### src/rtl/pipeline_ctrl_pkg.sv
`default_nettype none
// ============================================================================
// Module      : cpu_ctrl_pkg
// Description : Shared encodings and defaults for the pipeline sequencer.
// Revision    : 1.0 - initial release
// ============================================================================
package cpu_ctrl_pkg;

   localparam logic [1:0] ST_IDLE  = 2'd0;
   localparam logic [1:0] ST_RUN   = 2'd1;
   localparam logic [1:0] ST_DRAIN = 2'd2;

   localparam logic [4:0] REG_ZERO = 5'd0;

   localparam int DEF_CNT_W        = 32;
   localparam int DEF_DRAIN_CYCLES = 4;

endpackage : cpu_ctrl_pkg
`default_nettype wire

### src/rtl/pipeline_ctrl_if.sv
`default_nettype none
// ============================================================================
// Module      : pipeline_ctrl_if
// Description : Datapath <-> sequencer bundle: stage fields in, enables out.
// Revision    : 1.0 - initial release
// ============================================================================
interface pipeline_ctrl_if
   import cpu_ctrl_pkg::*;
#(
   parameter int CNT_W = DEF_CNT_W
);
   logic             enable;
   logic [4:0]       id_rs;
   logic [4:0]       id_rt;
   logic             id_rs_used;
   logic             id_rt_used;
   logic [4:0]       ex_waddr;
   logic [4:0]       mem_waddr;
   logic [4:0]       wb_waddr;
   logic             ex_reg_write;
   logic             mem_reg_write;
   logic             wb_reg_write;
   logic             mem_branch;
   logic             mem_zero;
   logic             mem_jump;
   logic             pc_en;
   logic             if_id_en;
   logic             pipe_en;
   logic             if_id_flush;
   logic             id_ex_flush;
   logic             ex_mem_flush;
   logic [1:0]       state;
   logic             busy;
   logic [CNT_W-1:0] cycle_cnt;
   logic [CNT_W-1:0] stall_cnt;
   logic [CNT_W-1:0] flush_cnt;

   modport master (
      output enable, id_rs, id_rt, id_rs_used, id_rt_used,
             ex_waddr, mem_waddr, wb_waddr,
             ex_reg_write, mem_reg_write, wb_reg_write,
             mem_branch, mem_zero, mem_jump,
      input  pc_en, if_id_en, pipe_en, if_id_flush, id_ex_flush, ex_mem_flush,
             state, busy, cycle_cnt, stall_cnt, flush_cnt
   );

   modport slave (
      input  enable, id_rs, id_rt, id_rs_used, id_rt_used,
             ex_waddr, mem_waddr, wb_waddr,
             ex_reg_write, mem_reg_write, wb_reg_write,
             mem_branch, mem_zero, mem_jump,
      output pc_en, if_id_en, pipe_en, if_id_flush, id_ex_flush, ex_mem_flush,
             state, busy, cycle_cnt, stall_cnt, flush_cnt
   );

endinterface : pipeline_ctrl_if
`default_nettype wire

### src/rtl/pipeline_ctrl_hazard_detect.sv
`default_nettype none
// ============================================================================
// Module      : hazard_detect
// Description : RAW check of ID sources against EXE/MEM/WB destinations.
// Revision    : 1.0 - initial release
// ============================================================================
module hazard_detect
   import cpu_ctrl_pkg::*;
(
   input  wire logic [4:0] i_rs,
   input  wire logic [4:0] i_rt,
   input  wire logic       i_rs_used,
   input  wire logic       i_rt_used,
   input  wire logic [4:0] i_ex_waddr,
   input  wire logic [4:0] i_mem_waddr,
   input  wire logic [4:0] i_wb_waddr,
   input  wire logic       i_ex_we,
   input  wire logic       i_mem_we,
   input  wire logic       i_wb_we,
   output wire logic       o_hazard
);
   logic w_rs_hit;
   logic w_rt_hit;

   // WB is included: the register file only commits at the edge, so a read
   // in the same cycle would still see the stale value.
   assign w_rs_hit = i_rs_used && (i_rs != REG_ZERO) &&
                     ((i_ex_we  && (i_ex_waddr  == i_rs)) ||
                      (i_mem_we && (i_mem_waddr == i_rs)) ||
                      (i_wb_we  && (i_wb_waddr  == i_rs)));

   assign w_rt_hit = i_rt_used && (i_rt != REG_ZERO) &&
                     ((i_ex_we  && (i_ex_waddr  == i_rt)) ||
                      (i_mem_we && (i_mem_waddr == i_rt)) ||
                      (i_wb_we  && (i_wb_waddr  == i_rt)));

   assign o_hazard = w_rs_hit || w_rt_hit;

endmodule : hazard_detect
`default_nettype wire

### src/rtl/pipeline_ctrl.sv
`default_nettype none
// ============================================================================
// Module      : pipeline_ctrl
// Description : 5-stage pipeline sequencer: stall/squash control, run/drain
//               FSM and saturating performance counters.
// Revision    : 1.0 - initial release
// ============================================================================
module pipeline_ctrl
   import cpu_ctrl_pkg::*;
#(
   parameter int CNT_W        = DEF_CNT_W,
   parameter int DRAIN_CYCLES = DEF_DRAIN_CYCLES
)(
   input  wire logic       clk,
   input  wire logic       arst,
   pipeline_ctrl_if.slave  bus
);
   localparam int DW = (DRAIN_CYCLES > 1) ? $clog2(DRAIN_CYCLES) : 1;
   localparam logic [DW-1:0]    c_drain_load = DW'(DRAIN_CYCLES - 1);
   localparam logic [CNT_W-1:0] c_cnt_one    = CNT_W'(1);

   logic [1:0]       r_state;
   logic [1:0]       w_state_nxt;
   logic [DW-1:0]    r_drain_cnt;
   logic [CNT_W-1:0] r_cycle_cnt;
   logic [CNT_W-1:0] r_stall_cnt;
   logic [CNT_W-1:0] r_flush_cnt;
   logic             w_hazard;
   logic             w_redirect;
   logic             w_start;

   hazard_detect u_hazard_detect (
      .i_rs        (bus.id_rs),
      .i_rt        (bus.id_rt),
      .i_rs_used   (bus.id_rs_used),
      .i_rt_used   (bus.id_rt_used),
      .i_ex_waddr  (bus.ex_waddr),
      .i_mem_waddr (bus.mem_waddr),
      .i_wb_waddr  (bus.wb_waddr),
      .i_ex_we     (bus.ex_reg_write),
      .i_mem_we    (bus.mem_reg_write),
      .i_wb_we     (bus.wb_reg_write),
      .o_hazard    (w_hazard)
   );

   assign w_redirect = (bus.mem_branch && bus.mem_zero) || bus.mem_jump;
   assign w_start    = (r_state == ST_IDLE) && bus.enable;

   always_ff @(posedge clk or posedge arst) begin
      if (arst) r_state <= ST_IDLE;
      else      r_state <= w_state_nxt;
   end

   always_comb begin
      w_state_nxt = r_state;
      case (r_state)
         ST_IDLE:  if (bus.enable) w_state_nxt = ST_RUN;
         ST_RUN:   if (!bus.enable) w_state_nxt = ST_DRAIN;
         ST_DRAIN: begin
            if (bus.enable)              w_state_nxt = ST_RUN;
            else if (r_drain_cnt == '0)  w_state_nxt = ST_IDLE;
         end
         default:  w_state_nxt = ST_IDLE;
      endcase
   end

   always_comb begin
      bus.pc_en        = 1'b0;
      bus.if_id_en     = 1'b0;
      bus.pipe_en      = 1'b0;
      bus.if_id_flush  = 1'b0;
      bus.id_ex_flush  = 1'b0;
      bus.ex_mem_flush = 1'b0;
      if ((r_state == ST_RUN || r_state == ST_DRAIN) && w_redirect) begin
         // PC loads the target while the three wrong-path slots are squashed.
         bus.pc_en        = 1'b1;
         bus.if_id_en     = 1'b1;
         bus.pipe_en      = 1'b1;
         bus.if_id_flush  = 1'b1;
         bus.id_ex_flush  = 1'b1;
         bus.ex_mem_flush = 1'b1;
      end else if (r_state == ST_DRAIN || (r_state == ST_RUN && w_hazard)) begin
         bus.pipe_en      = 1'b1;
         bus.id_ex_flush  = 1'b1;
      end else if (r_state == ST_RUN) begin
         bus.pc_en        = 1'b1;
         bus.if_id_en     = 1'b1;
         bus.pipe_en      = 1'b1;
      end
   end

   always_ff @(posedge clk or posedge arst) begin
      if (arst) begin
         r_drain_cnt <= '0;
      end else if (r_state == ST_RUN && !bus.enable) begin
         r_drain_cnt <= c_drain_load;
      end else if (r_state == ST_DRAIN && r_drain_cnt != '0) begin
         r_drain_cnt <= r_drain_cnt - 1'b1;
      end
   end

   always_ff @(posedge clk or posedge arst) begin
      if (arst) begin
         r_cycle_cnt <= '0;
         r_stall_cnt <= '0;
         r_flush_cnt <= '0;
      end else if (w_start) begin
         r_cycle_cnt <= '0;
         r_stall_cnt <= '0;
         r_flush_cnt <= '0;
      end else if (r_state != ST_IDLE) begin
         if (r_cycle_cnt != '1) r_cycle_cnt <= r_cycle_cnt + c_cnt_one;
         if (w_redirect) begin
            if (r_flush_cnt != '1) r_flush_cnt <= r_flush_cnt + c_cnt_one;
         end else if (w_hazard && r_state == ST_RUN) begin
            if (r_stall_cnt != '1) r_stall_cnt <= r_stall_cnt + c_cnt_one;
         end
      end
   end

   assign bus.state     = r_state;
   assign bus.busy      = (r_state != ST_IDLE);
   assign bus.cycle_cnt = r_cycle_cnt;
   assign bus.stall_cnt = r_stall_cnt;
   assign bus.flush_cnt = r_flush_cnt;

endmodule : pipeline_ctrl
`default_nettype wire

### src/flat_wrapper.sv
// flat-port wrapper written by rule: the top's interface ports become plain ports
module pipeline_ctrl_flat import cpu_ctrl_pkg::*;
#(
   parameter int CNT_W        = DEF_CNT_W,
   parameter int DRAIN_CYCLES = DEF_DRAIN_CYCLES
)
  (clk, arst, bus_enable, bus_id_rs, bus_id_rt, bus_id_rs_used, bus_id_rt_used, bus_ex_waddr, bus_mem_waddr, bus_wb_waddr, bus_ex_reg_write, bus_mem_reg_write, bus_wb_reg_write, bus_mem_branch, bus_mem_zero, bus_mem_jump, bus_pc_en, bus_if_id_en, bus_pipe_en, bus_if_id_flush, bus_id_ex_flush, bus_ex_mem_flush, bus_state, bus_busy, bus_cycle_cnt, bus_stall_cnt, bus_flush_cnt);
  pipeline_ctrl_if #(.CNT_W(CNT_W)) bus_i ();
  input  wire logic clk;
  input  wire logic arst;
  input wire logic [$bits(bus_i.enable)-1:0] bus_enable;
  input wire logic [$bits(bus_i.id_rs)-1:0] bus_id_rs;
  input wire logic [$bits(bus_i.id_rt)-1:0] bus_id_rt;
  input wire logic [$bits(bus_i.id_rs_used)-1:0] bus_id_rs_used;
  input wire logic [$bits(bus_i.id_rt_used)-1:0] bus_id_rt_used;
  input wire logic [$bits(bus_i.ex_waddr)-1:0] bus_ex_waddr;
  input wire logic [$bits(bus_i.mem_waddr)-1:0] bus_mem_waddr;
  input wire logic [$bits(bus_i.wb_waddr)-1:0] bus_wb_waddr;
  input wire logic [$bits(bus_i.ex_reg_write)-1:0] bus_ex_reg_write;
  input wire logic [$bits(bus_i.mem_reg_write)-1:0] bus_mem_reg_write;
  input wire logic [$bits(bus_i.wb_reg_write)-1:0] bus_wb_reg_write;
  input wire logic [$bits(bus_i.mem_branch)-1:0] bus_mem_branch;
  input wire logic [$bits(bus_i.mem_zero)-1:0] bus_mem_zero;
  input wire logic [$bits(bus_i.mem_jump)-1:0] bus_mem_jump;
  output wire logic [$bits(bus_i.pc_en)-1:0] bus_pc_en;
  output wire logic [$bits(bus_i.if_id_en)-1:0] bus_if_id_en;
  output wire logic [$bits(bus_i.pipe_en)-1:0] bus_pipe_en;
  output wire logic [$bits(bus_i.if_id_flush)-1:0] bus_if_id_flush;
  output wire logic [$bits(bus_i.id_ex_flush)-1:0] bus_id_ex_flush;
  output wire logic [$bits(bus_i.ex_mem_flush)-1:0] bus_ex_mem_flush;
  output wire logic [$bits(bus_i.state)-1:0] bus_state;
  output wire logic [$bits(bus_i.busy)-1:0] bus_busy;
  output wire logic [$bits(bus_i.cycle_cnt)-1:0] bus_cycle_cnt;
  output wire logic [$bits(bus_i.stall_cnt)-1:0] bus_stall_cnt;
  output wire logic [$bits(bus_i.flush_cnt)-1:0] bus_flush_cnt;
  assign bus_i.enable = bus_enable;
  assign bus_i.id_rs = bus_id_rs;
  assign bus_i.id_rt = bus_id_rt;
  assign bus_i.id_rs_used = bus_id_rs_used;
  assign bus_i.id_rt_used = bus_id_rt_used;
  assign bus_i.ex_waddr = bus_ex_waddr;
  assign bus_i.mem_waddr = bus_mem_waddr;
  assign bus_i.wb_waddr = bus_wb_waddr;
  assign bus_i.ex_reg_write = bus_ex_reg_write;
  assign bus_i.mem_reg_write = bus_mem_reg_write;
  assign bus_i.wb_reg_write = bus_wb_reg_write;
  assign bus_i.mem_branch = bus_mem_branch;
  assign bus_i.mem_zero = bus_mem_zero;
  assign bus_i.mem_jump = bus_mem_jump;
  assign bus_pc_en = bus_i.pc_en;
  assign bus_if_id_en = bus_i.if_id_en;
  assign bus_pipe_en = bus_i.pipe_en;
  assign bus_if_id_flush = bus_i.if_id_flush;
  assign bus_id_ex_flush = bus_i.id_ex_flush;
  assign bus_ex_mem_flush = bus_i.ex_mem_flush;
  assign bus_state = bus_i.state;
  assign bus_busy = bus_i.busy;
  assign bus_cycle_cnt = bus_i.cycle_cnt;
  assign bus_stall_cnt = bus_i.stall_cnt;
  assign bus_flush_cnt = bus_i.flush_cnt;
  pipeline_ctrl #(.CNT_W(CNT_W), .DRAIN_CYCLES(DRAIN_CYCLES)) u_core (.clk(clk), .arst(arst), .bus(bus_i));
endmodule
### config.mk
export PLATFORM = sky130hd
export DESIGN_NAME = pipeline_ctrl_flat
export DESIGN_NICKNAME = d
export VERILOG_FILES = /design/src/rtl/pipeline_ctrl_pkg.sv /design/src/rtl/pipeline_ctrl_if.sv /design/src/rtl/pipeline_ctrl_hazard_detect.sv /design/src/rtl/pipeline_ctrl.sv /design/src/flat_wrapper.sv
export SDC_FILE = /design/constraint.sdc
export NUM_CORES = 1
export LEC_CHECK = 0
export ABC_AREA = 1
export CORE_ASPECT_RATIO = 1.25
export CORE_MARGIN = 5
export CORE_UTILIZATION = 55
export DETAILED_ROUTE_END_ITERATION = 10
export HOLD_SLACK_MARGIN = 0.15
export PLACE_DENSITY = 0.84
export RECOVER_POWER = 100
export REMOVE_ABC_BUFFERS = 1
export SETUP_SLACK_MARGIN = 0.2
export SLEW_MARGIN = 20
export SYNTH_ARGS = -nofsm -noshare
export SYNTH_HDL_FRONTEND = slang
export SYNTH_SLANG_ARGS = --single-unit
### constraint.sdc
create_clock -name clk -period 9.1 [get_ports clk]
set_input_delay 1.82 -clock clk [delete_from_list [all_inputs] [get_ports clk]]
set_output_delay 1.82 -clock clk [all_outputs]
set_load 0.02 [all_outputs]
======== Yosys cells after proc, flatten, opt, wreduce, memory -nomap -nowiden ========
Cells that the tools add are included.
operators by class
  add/sub/neg operators ................... 4
  equality and inequality tests ........... 15
  multiplexer cells ....................... 27
  reductions and logical operators ........ 42
operator list
  operator                 count
  $mux W32                 12
  $add A32 B1 Y32 const B  3
  $ne A32 B32 Y1 const B   3
  $eq A5 B5 Y1             6
  $reduce_bool A2 Y1       9
  $logic_and A1 B1 Y1      16
  $mux W2                  6
  $reduce_bool A5 Y1       2
  $logic_or A1 B1 Y1       8
  $mux W1                  8
  $ne A2 B2 Y1 const B     3
  $pmux W2 S3              1
  $reduce_and A3 Y1        2
  $logic_not A2 Y1         2
  $reduce_and A4 Y1        1
  $ne A3 B2 Y1 const B     1
  $eq A2 B1 Y1 const B     1
  $eq A2 B2 Y1 const B     1
  $reduce_and A2 Y1        1
  $sub A2 B1 Y2 const B    1
  $logic_not A1 Y1         1
word-level totals
  register bits ........................... 100
  input port bits ......................... 36

======== Longest topological paths before layout ========
Gate-level depths: netlist of run 1.
  depth after elaboration ................. 11
  depth in mapped cells ................... 14
  depth with buffers taken out ............ 13

======== Cells and area by module ========
A second synthesis of run 1 with hierarchy kept.
unflattened totals
  cell total of the unflattened synthesis .. 1,219
  area total of the unflattened synthesis .. 7,516.0 um^2
by module, submodules not included
  module         times used  cells each  area an instance (um^2)  seq. area each (um^2)
  pipeline_ctrl  1           1,074       6,949.2                  2,502.4
  hazard_detect  1           145         566.8                    0.0

======== Least setup slack after synthesis of run 1 ========
Ideal clock, no wire load.
  kind .................................... input to output
  from .................................... input bus_id_rs[2]
  to ...................................... output bus_pc_en
  arrival ................................. 3.032 ns
  data required time ...................... 7.280 ns
  path slack .............................. 4.248 ns
  cell stages on the path ................. 10
  path buffers ............................ 1
  cells stage by stage .................... inv_1 nand4_1 o21ai_0 inv_1 nand2_1 nand2_2 nand2_1 nand2_1 o22ai_1 buf_4
on the way
  word-level cells in the longest chain between the ends .. 10
  elaborated cells on any way between the ends .. 16
  those cells by class .................... eq/ne: 3; mux: 2; reduce/logical: 11
ends and longest elaborated chain
  what                                    RTL line                                                              RTL
  from (decl)                             flat_wrapper.sv:12                                                    input wire logic [$bits(bus_i.id_rs)-1:0] bus_id_rs;
  $eq A5 B5 Y1 (on tied branches)         pipeline_ctrl_hazard_detect.sv:28, pipeline_ctrl_hazard_detect.sv:29
  $logic_and A1 B1 Y1 (on tied branches)  pipeline_ctrl_hazard_detect.sv:28, pipeline_ctrl_hazard_detect.sv:29
  $logic_or A1 B1 Y1                      pipeline_ctrl_hazard_detect.sv:28                                     ((i_ex_we && (i_ex_waddr == i_rs)) ||
  $logic_or A1 B1 Y1                      pipeline_ctrl_hazard_detect.sv:29                                     (i_mem_we && (i_mem_waddr == i_rs)) ||
  $logic_and A1 B1 Y1 (*)                 pipeline_ctrl_hazard_detect.sv:27                                     assign w_rs_hit = i_rs_used && (i_rs != REG_ZERO) &&
  $logic_or A1 B1 Y1 (*)                  pipeline_ctrl_hazard_detect.sv:37                                     assign o_hazard = w_rs_hit || w_rt_hit;
  $logic_and A1 B1 Y1 (*)                 pipeline_ctrl.sv:82                                                   end else if (r_state == ST_DRAIN || (r_state == ST_RUN && w_hazard)) begin
  $logic_or A1 B1 Y1 (*)                  pipeline_ctrl.sv:82
  $mux W1 (*) (2 in series)               -
  to (decl)                               flat_wrapper.sv:25                                                    output wire logic [$bits(bus_i.pc_en)-1:0] bus_pc_en;
Mark *: on every way between the ends. The rest lies on a longest branch, timed or not.

======== Worst setup path after layout of run 1 ========
  from .................................... input bus_enable
  to ...................................... register u_core.r_stall_cnt[13], in the netlist u_core.bus.stall_cnt[13]
on the way
  word-level cells in the longest chain between the ends .. 3
  elaborated cells on any way between the ends .. 7
  those cells by class .................... eq/ne: 1; mux: 1; reduce/logical: 5
ends and longest elaborated chain
  what                                                                 RTL line              RTL
  from (decl)                                                          flat_wrapper.sv:11    input wire logic [$bits(bus_i.enable)-1:0] bus_enable;
  $logic_and A1 B1 Y1 (*)                                              pipeline_ctrl.sv:47   assign w_start = (r_state == ST_IDLE) && bus.enable;
  $ne A2 B2 Y1 (no line) / $reduce_bool A2 Y1 (equally long branches)  -
  $reduce_and A4 Y1 (no line)                                          -
  to (signal assigned)                                                 pipeline_ctrl.sv:116  if (r_stall_cnt != '1) r_stall_cnt <= r_stall_cnt + c_cnt_one;
  to (decl)                                                            pipeline_ctrl.sv:26   logic [CNT_W-1:0] r_stall_cnt;
Marks and branches as above.
A chain may end at the register's enable or synchronous reset.

==> results.md, run 1 <==
- Psw: 0.579 mW
- Top FF cell, synth: dfrtp_1
- TritonCTS Buffers: 9
- Slew margin rel.: -1.16
- Flops & latches, synth: 100
- Max Freq: between 150 and 200 MHz
- Die Y: 138 um
- Max_cap viols: 4
- Failing checks: capacitance limit, slew limit
- Starting DRT DRC Count: 707
- Area leader, netlist: dfrtp_1
- Gate Count Post-Synth: approximately 1100
- Peak VDD IR: 0.000176 V
- Reg-to-reg critical path startpoint: u_core.bus.state[1]$_DFFE_PP0P_
- Synth cell types: 44
- Internal: 0.906 mW
- Drt wl/cell: ~15 um
- Synth top area cells: dfrtp_1 34%, nand2_1 16%, nand3_1 7.6%, nor2_1 7.5%, inv_1 5.8%
- DR pass1 iterations: 5
- Final ANT Viol Nets: 0
- Top-count cell post-synth: nand2_1
- GPL Wtd Cong: 0.941
- Post-DP HPWL: 15300 um
- Number of H-tree levels: 3
- Slowest stage delay, CP: 2270 ps
- # DRC: 0
- CTS tree: yes
- Flop pwr share: 0.354
- Syn Area/Cell: 6.71 um^2
- Clk_lat worst skew: approximately 350 ps
- Post-CTS Resized: 0
- Final hold violations: 0
- Setup bufs post-CTS: 0
- Fraction of registers with async set/reset: 1.00
- Tightest Pin Transition: 3240 ps
- Pwr dens: 165 nW/um^2
- Via/cell ratio: 5.47
- Die width: 113 um
- Top post-synthesis cells by count: 302 x nand2_1, 146 x nor2_1, 113 x inv_1, 110 x nand3_1, 100 x dfrtp_1
- Critical path capture point type: flip-flop
- WS Path Type: in2reg
- Filler Cell Count: 1178
- Initial antenna violation count: 0
- PortBufs: 140
- P&R area growth vs syn: 24.0%
- Max-slew violation count: 222
- CTS Root Cell: clkbuf_16
- Core area: 13100 um^2
- Share of the synthesized area in the top cell type: 0.344
- Die Area: 15600 um^2
- Total GRT Usage: 0.267
- Startpoint Class: input port
- CTS clk-pin slew, worst paths: roughly 70 ps
- Setup-failing EPs final: 0
- Number of synthesized flops with an enable pin: 0
- Final instance area: between 9000 and 10000 um^2
- Grt total ovfl: 0
- Min-delay src: u_core.r_drain_cnt[1]$_DFFE_PP0P_
- Post-DP Area: 8700 um^2
- Period minus WS final: 6470 ps
- Largest net degree at the start of global routing: about 70
- Worst Skew: 8.27 ps
- Clk buf depth: 2
- Row cnt: 47
- CP cell instances: dlygate4sd3_1 -> nand2_2 -> clkbuf_1 -> inv_1 -> clkbuf_1 -> nor3_1 -> nand3_1 -> nand2_1
- Cell area after synthesis: 7260 um^2
- First-pass GRT wire length: 35000 um
- Initial Utilization: 0.554
- Combinational share of power: 0.345
- Synth warn: 0
- Share of layout cells above drive strength 1: 0.0569
- Sw frac: 0.390
- CP max-delay cell: clkbuf_1
- Detailed Route WL: around 21000 um
- # IOs: about 140
- Antenna diode count: 0
- Sequential share of the synthesized area: 0.344
- Static leakage: about 4.2 nW
- CP dominant cell by count: clkbuf_1
- Total negative slack: 0 ps
- CTS Sinks: 100
- Clk network pwr share: 0.301
- Critical Path AT: around 6800 ps
- Vias in the first global route: 7162
- NumNets Final: 1251
- Final worst path period share: 0.711
- Total number of vias: 7563
- Critical path fanouts, max: 70
- Critical path required time: about 9400 ps
- CTS hold repair buffers: 0
- Hold WC Path Type: reg2reg
- Status: finished with violations
- Setup crit start: bus_enable
- RSZ-0062 raised after global routing: false
- FF-to-FF setup slack: 4050 ps
## metrics by stage
step | power, mW | util | instances | setup slack, ps | hold WS, ps
6_report | 1.48 | 0.687 | 1383 | 2630 | 529
5_1_grt | 1.57 | 0.687 | 1383 | 2060 | 545
2_1_floorplan | 0.842 | - | 1053 | 4230 | 482
3_3_place_gp | 1.06 | 0.664 | 1367 | 3400 | 503
4_1_cts | 1.51 | 0.690 | 1383 | 3380 | 529
3_5_place_dp | 1.07 | 0.664 | 1367 | 3390 | 516
## kinds of logic after synthesis
kind of cell	after synthesis	synth area share
xor+xnor	42	0.0506
simple gates	686	0.425
buf+inv	154	0.0934
fa+ha+maj	8	0.0138
flops	100	0.344
compound gates	92	0.0725
## area by class of cell
type                    instances  area [um^2]  area share
clock buffers                  10          229      0.0254
inverters                     125          474      0.0526
multi-input cells             828         4070       0.451
flip-flops and latches        100         2500       0.278
clock inverters                 6          111      0.0124
repair buffers                143         1410       0.157
well taps                     171          214      0.0237
## metal layers
layer / up-vias / track usage / part of all wire
li1: 3758 / - / -
met1: 3512 / 0.363 / 0.44
met2: 255 / 0.443 / 0.49
met3: 38 / 0.0411 / 0.054
met4: 0 / 0.0759 / 0.018
met5: - / 0 / 0
## worst max-delay path: cells and delay by family
| family | cells | cell delay [ps] |
|---|---|---|
| buffers and inverters | 4 | 4120 |
| AND/OR/NAND/NOR | 4 | 780 |
## path summary, 6_finish.rpt
| check | endpoint | cells past startpoint |
|---|---|---|
| setup reg to reg | u_core.bus.stall_cnt[13]$_DFFE_PP0P_ | 9 |
| hold / removal | u_core.r_drain_cnt[1]$_DFFE_PP0P_ | 2 |
| min in group asynchronous | u_core.bus.stall_cnt[0]$_DFFE_PP0P_ | 2 |
| max in group asynchronous | u_core.bus.cycle_cnt[5]$_DFFE_PP0P_ | 3 |
| hold reg to reg | u_core.r_drain_cnt[1]$_DFFE_PP0P_ | 2 |
| setup / recovery | u_core.bus.stall_cnt[13]$_DFFE_PP0P_ | 8 |
## cells in the final DEF (no fill, tap or decap), types with 2 or more instances in the layout
cell type / instances
nor3b_1: 6
nor3_2: 6
clkinv_1: 2
o21ai_0: 47
nand2_1: 304
o21ai_1: 2
nor3_1: 33
inv_1: 112
nand4_1: 34
xor2_1: 30
dfrtp_1: 100
nor2_2: 10
o22ai_1: 3
o31ai_1: 13
nand2_4: 2
a21oi_1: 19
nand3b_1: 4
bufinv_16: 3
ha_1: 8
dlygate4sd3_1: 107
nand3_2: 4
nand3_1: 110
clkbuf_1: 4
clkbuf_16: 9
inv_2: 8
nand4_2: 2
nand2_2: 11
clkdlybuf4s50_1: 33
nor2_1: 146
nor4_1: 7
nor2_4: 3
or2_2: 3
xnor2_1: 12
clkinvlp_2: 2
## registers in the layout (all words and copies together), names as in the netlist
name / flops
u_core.bus.flush_cnt: 32
u_core.r_drain_cnt: 2
u_core.bus.cycle_cnt: 32
u_core.bus.state: 2
u_core.bus.stall_cnt: 32
## power by group through the flow
stage	combinational (mW)	clock (mW)	sequential, mW
2_1_floorplan	0.283	0	0.559
3_3_place_gp	0.531	0	0.532
3_5_place_dp	0.537	0	0.533
4_1_cts	0.540	0.449	0.525
5_1_grt	0.563	0.472	0.531
6_report	0.513	0.447	0.525
Note: power is estimated with default switching activity, not from simulation.
==> run 2, diff against run 1 <==
- CORE_UTILIZATION: 55 -> 48
- PLACE_DENSITY: 0.84 -> 0.78
- clock period: 9.1 -> 5.3 ns (I/O delays scaled with it)
==> results.md, run 2 (synthesized netlist as in run 1, its figures left out) <==
- Status: finished with violations
- Failing checks: capacitance limit, slew limit
- Initial antenna violation count: 0 (unchanged)
- Drt wl/cell: 15.7 um (+4.3%)
- Post-DP HPWL: 16600 um (+8.9%)
- Critical Path AT: 3470 ps (-3280 ps)
- Critical path capture point type: primary output
- Max-slew violation count: 69 (-69%)
- Pwr Total: 2.46 mW (+66%)
- Max Freq: 221 MHz
- End of the critical path: bus_id_ex_flush
- Worst R2R End: u_core.bus.flush_cnt[19]$_DFFE_PP0P_
- Pwr dens: 275 nW/um^2 (+67%)
- Final hold violations: 0 (unchanged)
- Most common cell after layout, fill and taps aside: nand2_1
- Most frequent cells in the layout: 305 x nand2_1, 146 x nor2_1, 112 x inv_1
- Clk buf depth: 2 (unchanged)
- Static leakage: 4.24 nW (-0.28%)
- Grt total ovfl: 0 (unchanged)
- Slew margin rel.: -1.04 (+0.115)
- Period minus WS final: 4530 ps
- R2R cell count: 12 (+3)
- Worst hold slack: 541 ps (+12.0 ps)
- Total GRT Usage: 0.249 (-0.0187)
- Worst Skew: 9.92 ps (+1.65 ps)
- CTS hold repair buffers: 0 (unchanged)
- Startpoint Class: input port
- Post-DP Area: 8720 um^2 (+0.24%)
- Reg-to-reg critical path startpoint: u_core.bus.flush_cnt[0]$_DFFE_PP0P_
- Critical path required time: 4240 ps (-5130 ps)
- Pre-CTS WS: 967 ps (-2430 ps)
- # IOs: 141 (unchanged)
- Setup-failing EPs final: 0 (unchanged)
- CTS Root Cell: clkbuf_16
- First-pass GRT wire length: 36100 um (+3.2%)
- Largest net degree at the start of global routing: 70 (-1.4%)
- Setup bufs post-CTS: 0 (unchanged)
- Hold WC Path Type: reg2reg
- Setup crit start: bus_id_rt[2]
- Non-Filler Instances: 1393 (+0.72%)
- Die width: 120 um (+6.4%)
- GPL Wtd Cong: 0.962 (+2.2%)
- CTS Sinks: 100 (unchanged)
- Inst Count DP: 1379 (+0.88%)
- Share of layout cells above drive strength 1: 0.0570 (about the same)
- Row cnt: 50 (+6.4%)
- Final instance area: 8970 um^2 (-0.44%)
- CTS tree: yes
- Clk_lat worst skew: 350 ps (about the same)
- Max_cap viols: 1 (-3)
- Die Area: 17700 um^2 (+13%)
- Total number of vias: 7609 (+0.61%)
- Starting DRT DRC Count: 576 (-19%)
- Vias in the first global route: 7331 (+2.4%)
- RSZ-0062 raised after global routing: false
- Final ANT Viol Nets: 0 (unchanged)
- Initial Utilization: 0.486 (-0.0681)
- DR pass1 iterations: 5 (unchanged)
- WS Path Type: in2out
- PortBufs: 140 (unchanged)
- Core area: 15000 um^2 (+14%)
- PnR worst setup slack: 766 ps (-1860 ps)
- FF-to-FF setup slack: 1770 ps (-2280 ps)
- Number of H-tree levels: 3 (unchanged)
- Peak VDD IR: 0.000357 V (+100%)
- Die Y: 148 um (+6.5%)
- Detailed Route WL: 21900 um (+5.0%)
- TritonCTS Buffers: 9 (unchanged)
- # DRC: 0 (unchanged)
- Final Util: 0.600 (-0.0871)
- NumNets Final: 1252 (+0.080%)
- P&R area growth vs syn: 23.5%
- Antenna diode count: 0 (unchanged)
- Post-CTS Resized: 0 (unchanged)
- Total negative slack: 0 ps (unchanged)
- Final worst path period share: 0.856
- CTS clk-pin slew, worst paths: 70 ps (about the same)
- Critical path fanouts, max: 4 (-94%)
- Tightest Pin Transition: 3050 ps (-189 ps)
- Via/cell ratio: 5.46 (-0.11%)
-- run 2: cell count changes in the layout (fill, tap and decap cells not counted), moves of 2 or more --
| cell | previous run | this run |
|---|---|---|
| bufinv_16 | 3 | 1 |
| clkbuf_1 | 4 | 2 |
| clkdlybuf4s50_1 | 33 | 31 |
| dlygate4sd3_1 | 107 | 109 |
-- run 2: worst min-delay path by stage --
stage                                                    start  slack (ps)  cells past startpoint                                    to
after floorplan              u_core.r_drain_cnt[1]$_DFFE_PP0P_         480                      2     u_core.r_drain_cnt[1]$_DFFE_PP0P_
after global placement       u_core.r_drain_cnt[1]$_DFFE_PP0P_         500                      2     u_core.r_drain_cnt[1]$_DFFE_PP0P_
after detailed placement     u_core.r_drain_cnt[1]$_DFFE_PP0P_         520                      2     u_core.r_drain_cnt[1]$_DFFE_PP0P_
after CTS                 u_core.bus.cycle_cnt[19]$_DFFE_PP0P_         530                      1  u_core.bus.cycle_cnt[19]$_DFFE_PP0P_
after global routing         u_core.r_drain_cnt[1]$_DFFE_PP0P_         570                      2     u_core.r_drain_cnt[1]$_DFFE_PP0P_
final                      u_core.bus.cycle_cnt[4]$_DFFE_PP0P_         540                      1   u_core.bus.cycle_cnt[4]$_DFFE_PP0P_
-- run 2: critical path: stages --
cell and delay (ps):
dlygate4sd3_1 610, inv_1 160, nand4_1 140, o21ai_0 190, inv_1 60, nand2_1 70
nand2_1 110, nand2_1 80, nand2_1 70, or2_2 270, dlygate4sd3_1 660
-- run 2: area by class of cell --
class,count,area (um^2)
Sequential cell,100,2500
Tap cell,182,228
Clock buffer,9,225
Multi-Input combinational cell,828,4060
Inverter,125,474
Fill cell,1436,5980
Timing Repair Buffer,144,1420
Clock inverter,5,61.3
-- run 2: power breakdown --
part / switching [mW] / internal, mW
Clock: 0.306 / 0.365
Sequential: 0.0800 / 0.823
Combinational: 0.624 / 0.266
Total: 1.01 / 1.45
-- run 2: per-layer routing --
| layer | track usage | wire length (um) | vias up |
|---|---|---|---|
| li1 | - | - | 3760 |
| met1 | 0.307 | 9170 | 3556 |
| met2 | 0.435 | 11100 | 237 |
| met3 | 0.0314 | 866 | 56 |
| met4 | 0.108 | 746 | 0 |
| met5 | 0 | 0 | - |
==> run 3, diff against run 2 <==
- CORE_ASPECT_RATIO: 1.25 -> 1.4
==> results.md, run 3 (synthesized netlist as in run 1, its figures left out) <==
- Die Area: 17700 um^2 (+0.11%)
- PortBufs: 140 (unchanged)
- CTS clk-pin slew, worst paths: 80 ps (about the same)
- DR pass1 iterations: 5 (unchanged)
- Psw: 1.02 mW (+0.57%)
- Starting DRT DRC Count: 489 (-15%)
- # DRC: 0 (unchanged)
- Hold WC Path Type: reg2reg
- Reg-to-reg critical path startpoint: u_core.bus.state[1]$_DFFE_PP0P_
- Inst Count DP: 1389 (+0.73%)
- Number of H-tree levels: 3 (unchanged)
- Non-Filler Instances: 1405 (+0.86%)
- Setup-failing EPs final: 0 (unchanged)
- NumNets Final: 1252 (unchanged)
- Total negative slack: 0 ps (unchanged)
- Failing checks: capacitance limit, slew limit
- Post-CTS Resized: 0 (unchanged)
- Most frequent cells in the layout: 305 x nand2_1, 146 x nor2_1, 113 x inv_1
- Worst Skew: 14.8 ps (+4.89 ps)
- Internal: 1.42 mW (-2.6%)
- Row cnt: 53 (+6.0%)
- Status: finished with violations
- Max-slew violation count: 77 (+12%)
- # IOs: 141 (unchanged)
- Total GRT Usage: 0.241 (-0.00809)
- Max Freq: 228 MHz (+3.2%)
- Post-DP HPWL: 15900 um (-4.0%)
- Clk network pwr share: 0.266 (-0.006)
- Worst R2R End: u_core.bus.flush_cnt[12]$_DFFE_PP0P_
- TritonCTS Buffers: 9 (unchanged)
- Max_cap viols: 1 (unchanged)
- FF-to-FF setup slack: 1780 ps (about the same)
- Via/cell ratio: 5.37 (-1.7%)
- Final ANT Viol Nets: 0 (unchanged)
- First-pass GRT wire length: 35100 um (-2.7%)
- R2R cell count: 8 (-4)
- Grt total ovfl: 0 (unchanged)
- Die width: 114 um (-5.1%)
- RSZ-0062 raised after global routing: false
- Setup bufs post-CTS: 0 (unchanged)
- Antenna diode count: 0 (unchanged)
- Drt wl/cell: 15.1 um (-3.7%)
- Core area: 14900 um^2 (-0.21%)
- Tightest Pin Transition: 2950 ps (-101 ps)
- GPL Wtd Cong: 0.942 (-2.1%)
- Share of layout cells above drive strength 1: 0.0569 (-0.0000939)
- Filler Cell Count: 1484 (+3.3%)
- Pwr dens: 271 nW/um^2 (-1.4%)
- Hold depth: 1 (unchanged)
- P&R area growth vs syn: 23.6% (about the same)
- Die Y: 156 um (+5.4%)
- Peak VDD IR: 0.000289 V (-19%)
- Critical path fanouts, max: 6 (+2)
- Final hold violations: 0 (unchanged)
- Detailed Route WL: 21300 um (-2.8%)
- CTS Root Cell: clkbuf_16
- Period minus WS final: 4400 ps (-139 ps)
- Pre-CTS WS: 1080 ps (+108 ps)
- Startpoint Class: input port
- Critical Path AT: 3340 ps (-130 ps)
- Critical path capture point type: primary output
- Critical path required time: 4240 ps (about the same)
- Clk buf depth: 2 (unchanged)
- Sw frac: 0.417 (+0.00772)
- Combinational share of power: 0.364 (+0.003)
- Initial antenna violation count: 0 (unchanged)
- Vias in the first global route: 7238 (-1.3%)
- Most common cell after layout, fill and taps aside: nand2_1
- Static leakage: 4.24 nW (about the same)
- Total number of vias: 7542 (-0.88%)
- Flop pwr share: 0.370 (+0.003)
- PnR worst setup slack: 905 ps (+139 ps)
- Slew margin rel.: -0.966 (+0.0763)
- Largest net degree at the start of global routing: 77 (+10%)
- CTS hold repair buffers: 0 (unchanged)
- WS Path Type: in2out
- CTS tree: yes
- Final worst path period share: 0.829 (-0.0263)
- Min-delay src: u_core.bus.cycle_cnt[7]$_DFFE_PP0P_
- Initial Utilization: 0.487 (+0.00102)
- Clk_lat worst skew: 350 ps (about the same)
- CTS Sinks: 100 (unchanged)
- WHS Endpoint: u_core.bus.cycle_cnt[7]$_DFFE_PP0P_
run 3: per-stage QoR:
step / hold WS, ps / power, mW / util / area [um^2]
floorplan: 482 / 1.45 / - / 7060
global placement: 503 / 1.85 / 0.585 / 8740
detailed placement: 526 / 1.86 / 0.585 / 8740
CTS: 537 / 2.51 / 0.605 / 9020
global route: 581 / 2.59 / 0.602 / 8980
finish: 537 / 2.43 / 0.602 / 8980
run 3: power groups by stage:
stage          Clock, mW  Sequential (mW)  Combinational, mW
4_1_cts            0.657            0.902              0.946
6_report           0.647            0.899              0.886
5_1_grt            0.691            0.912              0.986
3_3_place_gp           0            0.914              0.935
3_5_place_dp           0            0.915              0.945
2_1_floorplan          0            0.960              0.486
run 3: critical path, cell delays in order:
cell and delay (ps):
dlygate4sd3_1 630, inv_1 120, nand4_1 100, o21ai_0 160, inv_1 60, nand2_1 60
nand2_1 90, nand2_1 70, nand2_1 70, or2_2 270, dlygate4sd3_1 650
run 3: per-layer routing:
metal | up-vias | GRT usage | part of all wire
met5 | - | 0 | 0
met4 | 0 | 0.0849 | 0.025
met3 | 45 | 0.0318 | 0.055
met2 | 271 | 0.430 | 0.52
met1 | 3478 | 0.295 | 0.40
li1 | 3748 | - | -
run 3: worst max-delay path by stage:
| stage | start | endpoint | slack (ps) | depth (start not counted) |
|---|---|---|---|---|
| global placement | bus_id_rt[2] | bus_id_ex_flush | 1080 | 11 |
| finish | bus_id_rt[0] | bus_id_ex_flush | 900 | 11 |
| global route | arst | u_core.bus.flush_cnt[24]$_DFFE_PP0P_ | 530 | 3 |
| CTS | bus_id_rt[0] | bus_id_ex_flush | 1070 | 13 |
| detailed placement | bus_id_rt[0] | bus_id_ex_flush | 1080 | 13 |
| floorplan | arst | u_core.bus.cycle_cnt[0]$_DFFE_PP0P_ | 1620 | 1 |
run 3: layout make-up:
type                            count  area (um^2)  share of cell area
Tap cell                          192          240              0.0268
Clock inverter                      7         60.1             0.00669
Clock buffer                        9          225              0.0251
Multi-Input combinational cell    828         4060               0.452
Timing Repair Buffer              144         1420               0.158
Inverter                          125          473              0.0527
Sequential cell                   100         2500               0.279
